$ cat src/rtl/sequenciador_exibicao_if.sv
// Bus between the game control unit and the LED playback sequencer.
// The control unit drives requests and memory data; the sequencer drives address and LED outputs.
interface sequenciador_exibicao_if #(
    parameter int ADDR_W = 4
);
    logic              iniciar;
    logic              cancela;
    logic [ADDR_W-1:0] limite;
    logic [3:0]        dado;
    logic [ADDR_W-1:0] endereco;
    logic [3:0]        leds;
    logic              exibindo;
    logic              pronto;
    logic [3:0]        db_estado;

    modport master (
        output iniciar, cancela, limite, dado,
        input  endereco, leds, exibindo, pronto, db_estado
    );

    modport slave (
        input  iniciar, cancela, limite, dado,
        output endereco, leds, exibindo, pronto, db_estado
    );
endinterface

$ cat src/rtl/sequenciador_exibicao.sv
// Plays the stored color sequence from address 0 up to the latched limit on the LEDs,
// each entry lit for ON_CYCLES and dark for OFF_CYCLES, then pulses pronto.
//
// state   | meaning
// OCIOSO  | idle, waiting for iniciar
// CARREGA | one-cycle memory read of the current address
// ACENDE  | entry shown on leds for ON_CYCLES
// APAGA   | dark gap for OFF_CYCLES
// PROXIMO | decide: finish or advance address
// FIM     | one-cycle pronto pulse
module sequenciador_exibicao #(
    parameter int ADDR_W     = 4,
    parameter int ON_CYCLES  = 1000,
    parameter int OFF_CYCLES = 500
) (
    input logic                 clock,
    input logic                 reset,
    sequenciador_exibicao_if.slave bus
);
    localparam int MAX_C = (ON_CYCLES > OFF_CYCLES) ? ON_CYCLES : OFF_CYCLES;
    localparam int TW    = (MAX_C > 1) ? $clog2(MAX_C) : 1;
    localparam logic [TW-1:0] ON_TC  = TW'(ON_CYCLES - 1);
    localparam logic [TW-1:0] OFF_TC = TW'(OFF_CYCLES - 1);

    typedef enum logic [2:0] {
        OCIOSO  = 3'd0,
        CARREGA = 3'd1,
        ACENDE  = 3'd2,
        APAGA   = 3'd3,
        PROXIMO = 3'd4,
        FIM     = 3'd5
    } estado_t;

    estado_t           estado_q, estado_d;
    logic [ADDR_W-1:0] endereco_q, endereco_d;
    logic [ADDR_W-1:0] lim_q, lim_d;
    logic [TW-1:0]     timer_q, timer_d;
    logic              exibindo_q, exibindo_d;
    logic              pronto_q, pronto_d;

    always_comb begin
        estado_d   = estado_q;
        endereco_d = endereco_q;
        lim_d      = lim_q;
        timer_d    = timer_q;

        // cancela outranks every normal transition; in OCIOSO it simply blocks iniciar
        if (bus.cancela && (estado_q != OCIOSO)) begin
            estado_d = OCIOSO;
            timer_d  = '0;
        end else begin
            case (estado_q)
                OCIOSO: begin
                    if (bus.iniciar && !bus.cancela) begin
                        estado_d   = CARREGA;
                        endereco_d = '0;
                        lim_d      = bus.limite;
                        timer_d    = '0;
                    end
                end
                CARREGA: begin
                    estado_d = ACENDE;
                    timer_d  = '0;
                end
                ACENDE: begin
                    if (timer_q == ON_TC) begin
                        estado_d = APAGA;
                        timer_d  = '0;
                    end else begin
                        timer_d = timer_q + TW'(1);
                    end
                end
                APAGA: begin
                    if (timer_q == OFF_TC) begin
                        estado_d = PROXIMO;
                        timer_d  = '0;
                    end else begin
                        timer_d = timer_q + TW'(1);
                    end
                end
                PROXIMO: begin
                    // compare before incrementing so the full-depth limit never wraps
                    if (endereco_q == lim_q) begin
                        estado_d = FIM;
                    end else begin
                        endereco_d = endereco_q + ADDR_W'(1);
                        estado_d   = CARREGA;
                    end
                end
                FIM: begin
                    estado_d = OCIOSO;
                end
                default: begin
                    estado_d = OCIOSO;
                    timer_d  = '0;
                end
            endcase
        end

        exibindo_d = (estado_d == CARREGA) || (estado_d == ACENDE) ||
                     (estado_d == APAGA)   || (estado_d == PROXIMO);
        pronto_d   = (estado_d == FIM);
    end

    always_ff @(posedge clock) begin
        if (!reset) begin
            estado_q   <= OCIOSO;
            endereco_q <= '0;
            lim_q      <= '0;
            timer_q    <= '0;
            exibindo_q <= 1'b0;
            pronto_q   <= 1'b0;
        end else begin
            estado_q   <= estado_d;
            endereco_q <= endereco_d;
            lim_q      <= lim_d;
            timer_q    <= timer_d;
            exibindo_q <= exibindo_d;
            pronto_q   <= pronto_d;
        end
    end

    assign bus.endereco  = endereco_q;
    assign bus.exibindo  = exibindo_q;
    assign bus.pronto    = pronto_q;
    assign bus.db_estado = {1'b0, estado_q};
    assign bus.leds      = (estado_q == ACENDE) ? bus.dado : 4'd0;
endmodule

$ cat src/flat_wrapper.sv
// flat-port wrapper written by rule: the top's interface ports become plain ports
module sequenciador_exibicao_flat 
#(
    parameter int ADDR_W     = 4,
    parameter int ON_CYCLES  = 1000,
    parameter int OFF_CYCLES = 500
)
  (clock, reset, bus_iniciar, bus_cancela, bus_limite, bus_dado, bus_endereco, bus_leds, bus_exibindo, bus_pronto, bus_db_estado);
  sequenciador_exibicao_if #(.ADDR_W(ADDR_W)) bus_i ();
  input logic clock;
  input logic reset;
  input wire logic [$bits(bus_i.iniciar)-1:0] bus_iniciar;
  input wire logic [$bits(bus_i.cancela)-1:0] bus_cancela;
  input wire logic [$bits(bus_i.limite)-1:0] bus_limite;
  input wire logic [$bits(bus_i.dado)-1:0] bus_dado;
  output wire logic [$bits(bus_i.endereco)-1:0] bus_endereco;
  output wire logic [$bits(bus_i.leds)-1:0] bus_leds;
  output wire logic [$bits(bus_i.exibindo)-1:0] bus_exibindo;
  output wire logic [$bits(bus_i.pronto)-1:0] bus_pronto;
  output wire logic [$bits(bus_i.db_estado)-1:0] bus_db_estado;
  assign bus_i.iniciar = bus_iniciar;
  assign bus_i.cancela = bus_cancela;
  assign bus_i.limite = bus_limite;
  assign bus_i.dado = bus_dado;
  assign bus_endereco = bus_i.endereco;
  assign bus_leds = bus_i.leds;
  assign bus_exibindo = bus_i.exibindo;
  assign bus_pronto = bus_i.pronto;
  assign bus_db_estado = bus_i.db_estado;
  sequenciador_exibicao #(.ADDR_W(ADDR_W), .ON_CYCLES(ON_CYCLES), .OFF_CYCLES(OFF_CYCLES)) u_core (.clock(clock), .reset(reset), .bus(bus_i));
endmodule
$ cat config.mk
export PLATFORM = sky130hd
export DESIGN_NAME = sequenciador_exibicao_flat
export DESIGN_NICKNAME = d
export VERILOG_FILES = /design/src/rtl/sequenciador_exibicao_if.sv /design/src/rtl/sequenciador_exibicao.sv /design/src/flat_wrapper.sv
export SDC_FILE = /design/constraint.sdc
export NUM_CORES = 1
export LEC_CHECK = 0
export CAP_MARGIN = 15
export CELL_PAD_IN_SITES_DETAIL_PLACEMENT = 0
export CELL_PAD_IN_SITES_GLOBAL_PLACEMENT = 1
export CORE_UTILIZATION = 34
export DETAILED_ROUTE_END_ITERATION = 8
export PLACE_DENSITY = 0.74
export SETUP_SLACK_MARGIN = 0.15
export SYNTH_ARGS = -nofsm -noshare
export SYNTH_HDL_FRONTEND = slang
export SYNTH_SLANG_ARGS = --single-unit
$ cat constraint.sdc
create_clock -name clock -period 2 [get_ports clock]
set_clock_uncertainty 0.05 [all_clocks]
set_input_delay 0.4 -clock clock [delete_from_list [all_inputs] [get_ports clock]]
set_output_delay 0.4 -clock clock [all_outputs]
set_load 0.02 [all_outputs]
After elaboration in Yosys (flattened, before gate mapping)

Cells that the tools add are included.

Register bits: 23
Input bits: 12
Output and inout port bits: 14
Word-level logic and storage cells: 54

Add/subtract/negate cells: 2
Equality and inequality tests: 15
Multiplexer cells: 14
Bitwise logic cells: 3
Reductions and logical operators: 14

Operator list:

| operator                | count |
|---|---|
| $pmux W10 S4            | 1 |
| $mux W10                | 3 |
| $mux W3                 | 5 |
| $pmux W3 S5             | 1 |
| $eq A3 B2 Y1 const B    | 4 |
| $eq A3 B3 Y1 const B    | 4 |
| $mux W4                 | 3 |
| $add A10 B1 Y10 const B | 1 |
| $eq A10 B10 Y1 const B  | 1 |
| $eq A10 B9 Y1 const B   | 1 |
| $pmux W4 S2             | 1 |
| $eq A3 B1 Y1 const B    | 2 |
| $add A4 B1 Y4 const B   | 1 |
| $eq A4 B4 Y1            | 1 |
| $reduce_and A4 Y1       | 1 |
| $reduce_or A2 Y1        | 2 |
| $logic_not A3 Y1        | 1 |
| $logic_or A1 B1 Y1      | 3 |
| $not A1 Y1              | 3 |
| $reduce_and A3 Y1       | 1 |
| $reduce_bool A3 Y1      | 1 |
| $logic_and A1 B1 Y1     | 2 |
| $ne A2 B1 Y1 const B    | 1 |
| $ne A2 B2 Y1 const B    | 1 |
| other kinds (3)         | 3 |

Depth between registers and ports, before layout

Word-level depth: 9
Depth in mapped cells: 6
Depth with buffers taken out: 6

Worst setup path after synthesis

No wires, ideal clock.

Path kind: register to register
Start point: reg u_core.estado_q[1]
End point: reg u_core.endereco_q[2] (netlist: u_core.bus.endereco[2])
Library setup time: 0.116 ns
Data arrival time: 1.740 ns
Slack: 0.094 ns
Stages on the path, launching flop included: 7
Path buffers: 1
Clock period less this slack: 1.906 ns
Path through: dfxtp_1 > buf_2 > or3_1 > nand3b_1 > nand2_1 > nor2_1 > a31o_2

Cells in the longest elaborated chain, start to end: 4
Elaborated cells between the ends (all ways): 10
Classes of those cells: eq/ne (3); mux (1); bitwise (1); reduce/logical (5)

Ends and longest elaborated chain:

| what                                                      | line                         | source |
|---|---|---|
| start, declared                                           | sequenciador_exibicao.sv:34  | `estado_t estado_q, estado_d;` |
| start signal, assigned                                    | sequenciador_exibicao.sv:114 | `estado_q <= estado_d;` |
| branches (longest 4 deep; another with $reduce_and A4 Y1) | --                           |  |
| end signal, assigned                                      | sequenciador_exibicao.sv:115 | `endereco_q <= endereco_d;` |
| end, declared                                             | sequenciador_exibicao.sv:35  | `logic [ADDR_W-1:0] endereco_q, endereco_d;` |

Several ways; the timed one is not identified.
A chain may end at the register's enable or synchronous reset.

Final worst setup path

Start point: reg u_core.timer_q[9]
End point: reg u_core.timer_q[6]

Cells in the longest elaborated chain, start to end: 3
Elaborated cells between the ends (all ways): 5
Classes of those cells: eq/ne (2); mux (3)

Ends and longest elaborated chain:

| what                                                   | line                                                     | source |
|---|---|---|
| start, declared                                        | sequenciador_exibicao.sv:37                              | `logic [TW-1:0] timer_q, timer_d;` |
| start signal, assigned                                 | sequenciador_exibicao.sv:117                             | `timer_q <= timer_d;` |
| $eq A10 B9 Y1 / $eq A10 B10 Y1 (equally long branches) | sequenciador_exibicao.sv:74, sequenciador_exibicao.sv:66 |  |
| $mux W10, on equally long branches                     | sequenciador_exibicao.sv:74, sequenciador_exibicao.sv:66 |  |
| $pmux W10 S4 *                                         | sequenciador_exibicao.sv:52                              | `case (estado_q)` |

Every way passes the cells marked *; elsewhere a longest branch is shown, timed or not.

==> results.sh <==
export IMPL_synth_sequential_area_ratio_pct=35.9
export IMPL_setup_viol_count_final=0
export IMPL_worstSetupPathType="flip-flop to flip-flop"
export IMPL_ff2ff_setup_slack_ns=0.06
export IMPL_synthesis_nets=156
export IMPL_starting_density_pct=36.9
export IMPL_edff_count_synth=0
export IMPL_sequentialPowerShare_pct=52.6
export IMPL_reg2reg_depth=6
export IMPL_insertion_delay_ns=0.26
export IMPL_design_power_total_mw=0.906
export IMPL_postSynth_asyncResetShare_pct=0
export IMPL_synthTopCellsByArea="dfxtp_1 36%, mux2i_1 4.7%, and2_1 3.9%, o211a_1 3.9%, nor2_1 3.2%"
export IMPL_die_h_um=63.4
export IMPL_placement_rows=21
export IMPL_min_period_ns=1.94
export IMPL_route_antenna_remaining_nets=0
export IMPL_clockBufferDepth=2
export IMPL_cp_required_ns=2.11
export IMPL_drv_max_cap_violation_count=0
export IMPL_clock_sinks=23
export IMPL_cts_max_level=1
export IMPL_internal_power_mw=0.681
export IMPL_pin_count=26
export IMPL_via_per_inst=5.29
export IMPL_clock_transition_time_at_the_flip_flop_clock_pins_of_the_worst_setup_and_hold_paths_ns=0.08
export IMPL_cp_startpoint="u_core.timer_q[9]"
export IMPL_dp_hpwl_um=2310
export IMPL_postRouteWirelength_um=3090
export IMPL_clockRootBuffer="clkbuf_8"
export IMPL_die_width_um=63.4
export IMPL_num_nets_final=197
export IMPL_grt_antenna_before_repair=0
export IMPL_flow_area_growth_from_synthesis_pct=36.4
export IMPL_cp_data_arrival_time_ns=2.05
export IMPL_synth_area_leader_cell="dfxtp_1"
export IMPL_power_share_clock_pct=32.3
export IMPL_power_switching_mw=0.224
export IMPL_grt_first_pass_wirelength_um=5300
export IMPL_grt_setup_unrepaired="yes"
export IMPL_finish_utilization_pct=50.4
export IMPL_pwr_density_cell_nw_per_um2=518
export IMPL_nFillCells=350
export IMPL_crit_path_end="u_core.timer_q[6]"
export IMPL_grt_pass1_vias=1184
export IMPL_antennaDiodeCount=0
export IMPL_cts_hold_buf=0
export IMPL_slew_violations=0
export IMPL_netSwitchingFraction_pct=24.8
export IMPL_drtPass1Iterations=4
export IMPL_total_die_area_um2=4020
export IMPL_p_leak_nw=0.768
export IMPL_grt_max_degree=13
export IMPL_run_status="complete, no violations"
export IMPL_critical_path_peak_fanout=5
export IMPL_postSynthRegisterBits=23
export IMPL_gr_total_overflow=0
export IMPL_cts_buffers=3
export IMPL_netlist_area_um2=1280
export IMPL_top_achievable_clock_speed_ghz=0.515
export IMPL_reg2reg_to="u_core.timer_q[6]"
export IMPL_finalWeightedCongestion=0.767
export IMPL_multi_input_comb_area_um2=795
export IMPL_yosysUniqueCellTypes=45
export IMPL_place_port_buffers=24
export IMPL_min_delay_path_class="flip-flop to flip-flop"
export IMPL_grtUsageTotal_pct=16.4
export IMPL_cts_tree="built"
export IMPL_post_dr_wirelength_cell_um=13.5
export IMPL_core_um2=3470
export IMPL_avgSynthCellArea_um2=9.02
export IMPL_netlist_area_leader_share_pct=35.9
export IMPL_syn_instance_count=142
export IMPL_pwr_share_comb_pct=15.1
export IMPL_ir_drop_mv=0.501
export IMPL_end_kind="flip-flop"
export IMPL_drt_first_iter_violations=49
export IMPL_synth_warning_count=0
export IMPL_worstSetupStartpointType="flip-flop"
export IMPL_rr_startpoint="u_core.timer_q[9]"
export IMPL_routed_via_count=1206
export IMPL_final_critical_path_share_of_the_clock_period_pct=97.1
export IMPL_layout_cells_sized_above_1_pct=23.1
export IMPL_storage_element_area_um2=464
export IMPL_synth_flop_cell="dfxtp_1"
export IMPL_report_final_hold_viol_count=0
export IMPL_drcViolationCount=0
[worst min-delay path by stage]
stage / start / end / cells after the start
5_1_grt: u_core.bus.endereco[3] / u_core.bus.endereco[3] / 2
2_1_floorplan: u_core.timer_q[1] / u_core.timer_q[1] / 2
4_1_cts: u_core.bus.endereco[3] / u_core.bus.endereco[3] / 2
3_5_place_dp: u_core.bus.endereco[3] / u_core.bus.endereco[3] / 2
6_report: u_core.bus.endereco[3] / u_core.bus.endereco[3] / 2
3_3_place_gp: u_core.bus.endereco[3] / u_core.bus.endereco[3] / 2
[per-layer routing]
| layer | track usage, % | routed length [um] | vias up |
|---|---|---|---|
| met1 | 19.7 | 1360 | 582 |
| met3 | 3.80 | 102 | 2 |
| li1 | - | - | 602 |
| met4 | 2.56 | 21 | 0 |
| met2 | 29.8 | 1600 | 20 |
| met5 | 0 | 0 | - |
[cell type report]
| cell class | instances | area share, % |
|---|---|---|
| Clock buffer | 4 | 2.58 |
| Inverter | 2 | 0.429 |
| Multi-Input combinational cell | 110 | 45.5 |
| Sequential cell | 23 | 26.6 |
| Tap cell | 46 | 3.29 |
| Timing Repair Buffer | 43 | 21.7 |
[cells in the mapped netlist (4+ instances only)]
library cell and instances:
nor2b_1 5, o211a_1 5, nor2_1 11, nor3_1 7, nand2_1 10, o21ai_0 4
mux2i_1 6, and2_1 8, nand3_1 6, xor2_1 4, dfxtp_1 23
[kinds of logic (layout without fill, tap and decap cells)]
kind of cell | after synthesis | after routing | synth area share, %
AOI/OAI and AO/OA | 30 | 30 | 20.9
buffers and inverters | 9 | 49 | 3.71
and+or+nand+nor | 64 | 64 | 27.1
other | 1 | 1 | 0.293
DFF | 23 | 23 | 35.9
adders and majority gates | 2 | 2 | 1.95
muxes | 8 | 8 | 6.74
xor gates and xnor gates | 5 | 5 | 3.42
[sequential cells by signal (all words and copies together) (netlist names)]
| signal | cells |
|---|---|
| u_core.bus.pronto | 1 |
| u_core.bus.endereco | 4 |
| u_core.lim_q | 4 |
| u_core.estado_q | 3 |
| u_core.bus.exibindo | 1 |
| u_core.timer_q | 10 |
[power groups by stage]
stage	registers (mW)	clock network [mW]	logic, mW
global placement	0.486	0	0.134
detailed placement	0.487	0	0.136
global route	0.478	0.326	0.149
CTS	0.477	0.303	0.137
finish	0.476	0.293	0.137
floorplan	0.490	0	0.0661
[worst max-delay path, cell delays in order (launching register included)]
cell and delay (ns):
dfxtp_2 0.33, or3b_4 0.39, mux2_4 0.29, o311ai_4 0.33, buf_4 0.18, nor2_2 0.04
o221a_1 0.23
[layout by cell type, fill, tap and decap left out, types with 3 or more instances in the layout]
master           instances
dfxtp_1                 20
buf_4                   18
clkdlybuf4s50_1         17
nor2_1                  11
nand2_1                 10
and2_1                   8
nand3_1                  6
mux2i_1                  6
nor2b_1                  5
o211a_1                  5
nor3_1                   5
xor2_1                   4
o21ai_0                  3
o211ai_1                 3
o31ai_1                  3
a31oi_1                  3
a21oi_1                  3
clkbuf_8                 3
dfxtp_2                  3
[through the flow]
stage	TNS [ns]	std cells	setup WS [ns]	hold WS [ns]	instance area (um2)
2_1_floorplan	0	142	0.132	0.448	1290
3_3_place_gp	0	222	0.00274	0.454	1670
3_5_place_dp	-0.127	222	-0.0572	0.476	1670
4_1_cts	0	228	0.0925	0.489	1740
5_1_grt	0	228	0.00385	0.536	1750
6_report	0	228	0.0589	0.484	1750
[timing repair]
| item | 4_1_cts | 5_1_grt |
|---|---|---|
| cloned | 0 | 0 |
| buffers inserted | 2 | 0 |
| pin swaps | 3 | 1 |
| resized for setup | 15 | 8 |
| hold endpoints to repair | 0 | 0 |
| setup endpoints to repair | 17 | 16 |
Note: power is estimated with default switching activity, not from simulation.
